## config.mk

```make
export PLATFORM = sky130hd
export DESIGN_NAME = uart_tx_buffered
export DESIGN_NICKNAME = d
export VERILOG_FILES = /design/src/rtl/uart_tx_buffered.sv
export SDC_FILE = /design/constraint.sdc
export NUM_CORES = 1
export LEC_CHECK = 0
export CAP_MARGIN = 20
export CORE_ASPECT_RATIO = 0.8
export CORE_MARGIN = 2
export CORE_UTILIZATION = 35
export DETAILED_ROUTE_END_ITERATION = 8
export DONT_BUFFER_PORTS = 1
export PLACE_DENSITY = 0.52
export SLEW_MARGIN = 15
export SYNTH_ARGS = -nofsm -noshare
export SYNTH_HDL_FRONTEND = slang
export SYNTH_SLANG_ARGS = --single-unit
```

## constraint.sdc

```tcl
create_clock -name clk -period 4.3 [get_ports clk]
set_input_delay 0.645 -clock clk [delete_from_list [all_inputs] [get_ports clk]]
set_output_delay 0.645 -clock clk [all_outputs]
set_load 0.02 [all_outputs]
```

## src/rtl/uart_tx_buffered.sv

```systemverilog
// Buffered 8N1 UART transmitter: bytes written by the core are queued in a
// power-of-two FIFO and drained onto the serial line back to back.
module uart_tx_buffered #(
    parameter int CLKS_PER_BIT = 16,
    parameter int DEPTH_LOG2   = 4
) (
    input  logic       clk,
    input  logic       reset,
    input  logic       dataWriteEnable,
    input  logic [7:0] dataWrite,
    output logic       dataWriteAck,
    output logic       dataWriteFull,
    output logic       txBusy,
    output logic       tx
);

    localparam int DEPTH  = 1 << DEPTH_LOG2;
    localparam int BAUD_W = $clog2(CLKS_PER_BIT);

    localparam logic [BAUD_W-1:0]     BAUD_LAST  = BAUD_W'(CLKS_PER_BIT - 1);
    localparam logic [BAUD_W-1:0]     BAUD_ONE   = BAUD_W'(1);
    localparam logic [DEPTH_LOG2:0]   COUNT_FULL = (DEPTH_LOG2 + 1)'(DEPTH);
    localparam logic [DEPTH_LOG2:0]   COUNT_ONE  = (DEPTH_LOG2 + 1)'(1);
    localparam logic [DEPTH_LOG2-1:0] PTR_ONE    = DEPTH_LOG2'(1);

    typedef enum logic [1:0] {
        IDLE  = 2'd0,
        START = 2'd1,
        DATA  = 2'd2,
        STOP  = 2'd3
    } state_t;

    state_t                state_q, state_d;
    logic [7:0]            mem_q [DEPTH];
    logic [DEPTH_LOG2-1:0] wr_ptr_q, wr_ptr_d;
    logic [DEPTH_LOG2-1:0] rd_ptr_q, rd_ptr_d;
    logic [DEPTH_LOG2:0]   count_q, count_d;
    logic [BAUD_W-1:0]     baud_q, baud_d;
    logic [2:0]            bit_q, bit_d;
    logic [7:0]            shift_q, shift_d;
    logic                  tx_q, tx_d;
    logic                  ack_q, full_q, busy_q;
    logic                  push, pop, baud_done;

    // Write strobe: dataWriteEnable is a single-cycle request with no stall;
    // it is accepted iff the FIFO was not full before the edge, otherwise the
    // byte is dropped. dataWriteAck reports the outcome one cycle later.
    assign push      = dataWriteEnable && (count_q < COUNT_FULL);
    assign baud_done = (baud_q == BAUD_LAST);

    always_comb begin
        state_d = state_q;
        baud_d  = baud_q;
        bit_d   = bit_q;
        shift_d = shift_q;
        pop     = 1'b0;
        case (state_q)
            IDLE: begin
                if (count_q != '0) begin
                    pop     = 1'b1;
                    shift_d = mem_q[rd_ptr_q];
                    baud_d  = '0;
                    bit_d   = '0;
                    state_d = START;
                end
            end
            START: begin
                if (baud_done) begin
                    baud_d  = '0;
                    bit_d   = '0;
                    state_d = DATA;
                end else begin
                    baud_d = baud_q + BAUD_ONE;
                end
            end
            DATA: begin
                if (baud_done) begin
                    baud_d  = '0;
                    shift_d = shift_q >> 1;
                    bit_d   = bit_q + 3'd1;
                    if (bit_q == 3'd7) begin
                        state_d = STOP;
                    end
                end else begin
                    baud_d = baud_q + BAUD_ONE;
                end
            end
            STOP: begin
                if (baud_done) begin
                    baud_d = '0;
                    // Chain straight into the next start bit when more data waits.
                    if (count_q != '0) begin
                        pop     = 1'b1;
                        shift_d = mem_q[rd_ptr_q];
                        bit_d   = '0;
                        state_d = START;
                    end else begin
                        state_d = IDLE;
                    end
                end else begin
                    baud_d = baud_q + BAUD_ONE;
                end
            end
            default: begin
                state_d = IDLE;
            end
        endcase
    end

    always_comb begin
        wr_ptr_d = push ? (wr_ptr_q + PTR_ONE) : wr_ptr_q;
        rd_ptr_d = pop ? (rd_ptr_q + PTR_ONE) : rd_ptr_q;
        count_d  = count_q;
        case ({push, pop})
            2'b10:   count_d = count_q + COUNT_ONE;
            2'b01:   count_d = count_q - COUNT_ONE;
            default: count_d = count_q;
        endcase
    end

    always_comb begin
        tx_d = 1'b1;
        case (state_d)
            START:   tx_d = 1'b0;
            DATA:    tx_d = shift_d[0];
            default: tx_d = 1'b1;
        endcase
    end

    always_ff @(posedge clk) begin
        if (reset) begin
            state_q  <= IDLE;
            wr_ptr_q <= '0;
            rd_ptr_q <= '0;
            count_q  <= '0;
            baud_q   <= '0;
            bit_q    <= '0;
            shift_q  <= '0;
            tx_q     <= 1'b1;
            ack_q    <= 1'b0;
            full_q   <= 1'b0;
            busy_q   <= 1'b0;
        end else begin
            state_q  <= state_d;
            wr_ptr_q <= wr_ptr_d;
            rd_ptr_q <= rd_ptr_d;
            count_q  <= count_d;
            baud_q   <= baud_d;
            bit_q    <= bit_d;
            shift_q  <= shift_d;
            tx_q     <= tx_d;
            ack_q    <= push;
            full_q   <= (count_d == COUNT_FULL);
            busy_q   <= (state_d != IDLE) || (count_d != '0);
        end
    end

    // Storage carries no reset; only slots behind the write pointer are read.
    always_ff @(posedge clk) begin
        if (push) begin
            mem_q[wr_ptr_q] <= dataWrite;
        end
    end

    assign dataWriteAck  = ack_q;
    assign dataWriteFull = full_q;
    assign txBusy        = busy_q;
    assign tx            = tx_q;

endmodule

```

; Word level (Yosys, flattened, before mapping)
; Memories as Yosys holds them, arrays and structs flattened. A register that Yosys moved wholly into a read port is not among the register bits.
; Cells that the tools add are included.
[op_classes]
div = 0
n_bitwise = 0
magnitude_cmp = 1
muxes = 28
add_sub_neg = 6
n_eq_ne = 14
n_reduce_logical = 10
n_shift = 0
multipliers = 0
[op_table]
columns = op, count
row1 = 8-bit two-way mux, 3
row2 = 8-bit case mux with 3 select lines, 1
row3 = 4-bit two-way mux, 4
row4 = 4-bit by 1-bit adder with 4-bit output (second input constant), 3
row5 = 3-bit two-way mux, 4
row6 = 3-bit case mux with 4 select lines, 1
row7 = 2-bit two-way mux, 5
row8 = 5-bit case mux with 2 select lines, 1
row9 = 5-bit nonzero test, 2
row10 = 2-bit == test (second input constant), 4
row11 = 2-bit != test (second input constant), 4
row12 = 2-bit case mux with 4 select lines, 1
row13 = 4-bit case mux with 2 select lines, 1
row14 = 2-bit by 1-bit == test with 1-bit output (second input constant), 3
row15 = 3-bit AND reduction, 2
row16 = 5-bit by 1-bit adder with 5-bit output (second input constant), 1
row17 = 5-bit == test (second input constant), 1
row18 = 5-bit less-than comparator (second input constant), 1
row19 = 1-bit two-way mux, 5
row20 = 5-bit by 1-bit subtractor with 5-bit output (second input constant), 1
row21 = 4-bit == test (second input constant), 1
row22 = 1-bit case mux with 2 select lines, 2
row23 = 3-bit by 1-bit adder with 3-bit output (second input constant), 1
row24 = 3-bit == test (second input constant), 1
row25 = 6 further kinds, 6
[totals]
mem_bits_rw = 128
regBits = 34
output_inout_bits = 4
input_bits = 11
word_cells = 72
latchBits = 0
romBits = 0
memories = 1
[mem_list]
columns = name, depth, width, read_ports, rd_clocked_by_memory_dff, wr, line
row1 = mem_q, 16, 8, 1, 1, 1, 34  ; logic [7:0] mem_q [DEPTH];

; Depth between registers and ports, before layout
[logic_depth]
ltp_word = 8
depth_mapped = 12
ltp_nobuf = 12

; Least setup slack after synthesis
; Ideal clock, no wire load.
[synth_path]
kind = register -> register
start = reg state_q[1]
end = reg busy_q, in the netlist txBusy
path_buffers = 1
path_stages_with_launch = 12
period_less_slack_ps = 2701
setup_slack_ps = 1599
setup_time_ps = 140
required_time_ps = 4160
arrival_ps = 2562
cell_sequence = dfxtp_1 > ha_1 > a41oi_4 > a21o_1 > nor2_1 > ha_1 > clkbuf_1 > nor3b_1 > mux2i_1 > xor2_1 > o31a_1 > a41oi_2
[synth_between]
elab_chain_cells = 6
elab_cells_between_ends = 17
cone_classes = 5 x eq/ne / 8 x mux / 4 x reduce/logical
[synth_rtl]
columns = element, line
row1 = "start, declared", 33  ; state_t state_q, state_d;
row2 = "start signal, assigned", 144  ; state_q <= state_d;
row3 = 2-bit == test / 2-bit logical NOT (equally long branches), 57  ; case (state_q)
row4 = 1-bit case mux with 2 select lines, 57
row5 = 2-bit by 1-bit == test with 1-bit output / 2-bit == test (equally long branches), 114  ; case ({push, pop})
row6 = 5-bit case mux with 2 select lines, 114
row7 = 5-bit nonzero test, 154  ; busy_q <= (state_d != IDLE) || (count_d != '0);
row8 = 1-bit logical OR *, 154
row9 = "end signal, assigned", 154
row10 = "end, declared", 42  ; logic ack_q, full_q, busy_q;
; Every way passes the cells marked *; elsewhere a longest branch is shown, timed or not.
; A chain may end at the register's enable or synchronous reset.

; Worst setup path after layout
; Ends and elaborated chain as after synthesis.

==> qor.yml <==
synthesis:
  synth-edff-count: 128
  synth_top_flop_cell: "edfxtp_1"
  postSynthCellCount: 442
  yosysWarnings: 0
  synth_common_cells: "edfxtp_1 (128), nor2_1 (48), dfxtp_1 (38)"
  synth_most_common_cell: "edfxtp_1"
  synth_area_leaders: "edfxtp_1 (56%), mux4_2 (11%), dfxtp_1 (11%)"
  syn_area_per_cell_um2: 15.6
  async_flop_share: 0
  syn-num-nets: 468
  synth_cell_type_count: 47
  synth_top_area_cell: "edfxtp_1"
  yosysSeqAreaShare: 0.668
  synth_top_area_frac: 0.558
  synth_area_mm2: 0.00689
  ys_ff_latch: 166
cts:
  postCtsSetupRepairBufs: 0
  cts.htree.levels: 4
  cts_buffers: 17
  cts_root_buf: "clkbuf_16"
  cts_buffer_depth: 2
  insertion_delay_ns: 0.43
  cts_tree: "yes"
  cts_hold_buf: 0
  cts.reportedPaths.clkPinSlew_ns: 0.06
  cts_resized: 0
  cts_sinks: 166
timing:
  fin_crit_ns: 3.02
  tns_ns: 0
  finalCritPeriodShare: 0.702
  slew_viol_final: 0
  timing.fmax_mhz: 331
  hold_viol_final: 0
  holdWs_ns: 0.282
  fin_ws_ns: 1.28
  finalSetupViolations: 0
  maxSlewHeadroom: 0.298
  rsz0062_at_grt: "false"
  skew_ns: 0.00780
  worst_slew_pin_slew_ns: 1.05
power_and_ir_drop:
  pwr_density_cell_mw_per_mm2: 607
  power.leakage_nw: 2.52
  ir_drop_mv: 0.317
place:
  place_hpwl_um: 9140
  placed_cells: 683
  place_ws_ns: 1.31
  port_buffers: 0
  place.gp.congestion: 0.792
floorplanning:
  die_area_mm2: 0.0208
  die_y_um: 130
  coreArea_mm2: 0.0191
  num_rows: 45
  die_x_um: 161
  start_util: 0.360
  io_pins: 15
setup_path:
  start_kind: "flip-flop"
  worstPathRequired_ns: 4.58
  r2r_setup_slack_ns: 1.28
  worstPathArrival_ns: 3.30
  cp_max_fo: 9
  critPathKind: "flip-flop to flip-flop"
  cp-end-kind: "flip-flop"
global_route:
  grt_pass1_vias: 3700
  grt_antenna_before_repair: 0
  overflow: 0
  grt_max_degree: 39
  track_usage: 0.143
  grt_first_pass_wirelength_um: 21700
route:
  antenna_left: 0
  avgRoutedWirePerCell_um: 19.7
  via_per_inst: 5.21
  first_pass_iters: 7
  via_count: 3733
  wirelength_um: 14100
  drc: 0
  drt_iter0_drc: 363
final_layout:
  finalNetCount: 472
  drive_gt1_frac: 0.170
  area_delta_synth_final_pct: 13.3
  final_cells: 716
  utilization: 0.408
  n_antenna_cell: 0
job:
  drv_cap: 0
run_status:
  status: "completed"
min_path:
  hold_path.class: "input pin to flip-flop"
-- power by group --
part / switching [W] / leakage (nW) / internal [W] / total (W)
clock: 0.000582 / 0.297 / 0.00101 / 0.00160
combinational: 0.000653 / 0.755 / 0.000510 / 0.00116
sequential: 0.000126 / 1.47 / 0.00185 / 0.00198
-- registers in the layout (all words and copies together) (netlist names), named ones only --
name           cells
state_q            2
rd_ptr_q           4
tx                 1
bit_q              3
mem_q            128
count_q            5
txBusy             1
dataWriteAck       1
dataWriteFull      1
shift_q            8
wr_ptr_q           4
baud_q             4
-- worst paths after layout --
kind	from	to	cells after the start
min	reset	txBusy	1
max	state_q[1]	txBusy	10
min reg2reg	shift_q[5]	shift_q[5]	2
max reg2reg	state_q[1]	txBusy	10
-- through the flow --
| step | total power (W) | instance area (um2) |
|---|---|---|
| floorplan | 0.00291 | 6890 |
| global placement | 0.00316 | 7170 |
| detailed placement | 0.00318 | 7170 |
| CTS | 0.00477 | 7790 |
| global route | 0.00497 | 7810 |
| finish | 0.00474 | 7810 |
-- per-layer routing --
metal  GRT usage  vias to the layer above  part of all wire  wire [um]
met2       0.217                       88              0.46       6430
met4      0.0662                        0             0.020        279
met3      0.0336                       21             0.047        669
met5           0                        -                 0          0
li1            -                     1726                 -          -
met1       0.197                     1898              0.48       6720
-- final cells by class --
| class | instances | area (um2) |
|---|---|---|
| Tap cell | 258 | 323 |
| Timing Repair Buffer | 9 | 75.1 |
| Clock inverter | 13 | 186 |
| Clock buffer | 18 | 429 |
| Sequential cell | 166 | 4610 |
| Inverter | 12 | 45.0 |
| Fill cell | 1751 | 11300 |
| Multi-Input combinational cell | 240 | 2140 |
-- critical path, cell delays in order (launching register included) --
cell and delay [ns]:
dfxtp_1 0.43, ha_1 0.33, a41oi_4 0.20, a21o_1 0.28
nor2_1 0.31, ha_1 0.41, nor3b_1 0.25, mux2i_1 0.12
xor2_1 0.20, o31a_1 0.22, a41oi_2 0.12
-- cell usage in the layout, fill, tap and decap left out, types with 9 or more instances in the layout --
cell type,instances
ha_1,15
clkbuf_16,17
nor2_1,48
nand2_1,17
edfxtp_1,128
a21oi_1,22
inv_1,12
a22oi_1,12
dfxtp_1,37
mux4_2,35
nor3_1,9
-- cell families (layout without fill, tap and decap cells) --
kind of cell / after synthesis / after routing / synth area share
compound gates: 68 / 68 / 0.0735
xor+xnor: 11 / 11 / 0.0140
fa+ha+maj: 15 / 15 / 0.0272
buf+inv: 36 / 52 / 0.0207
flops: 166 / 166 / 0.668
mux: 40 / 40 / 0.122
simple gates: 106 / 106 / 0.0746
No activity file was read; power rests on OpenSTA's default activity.
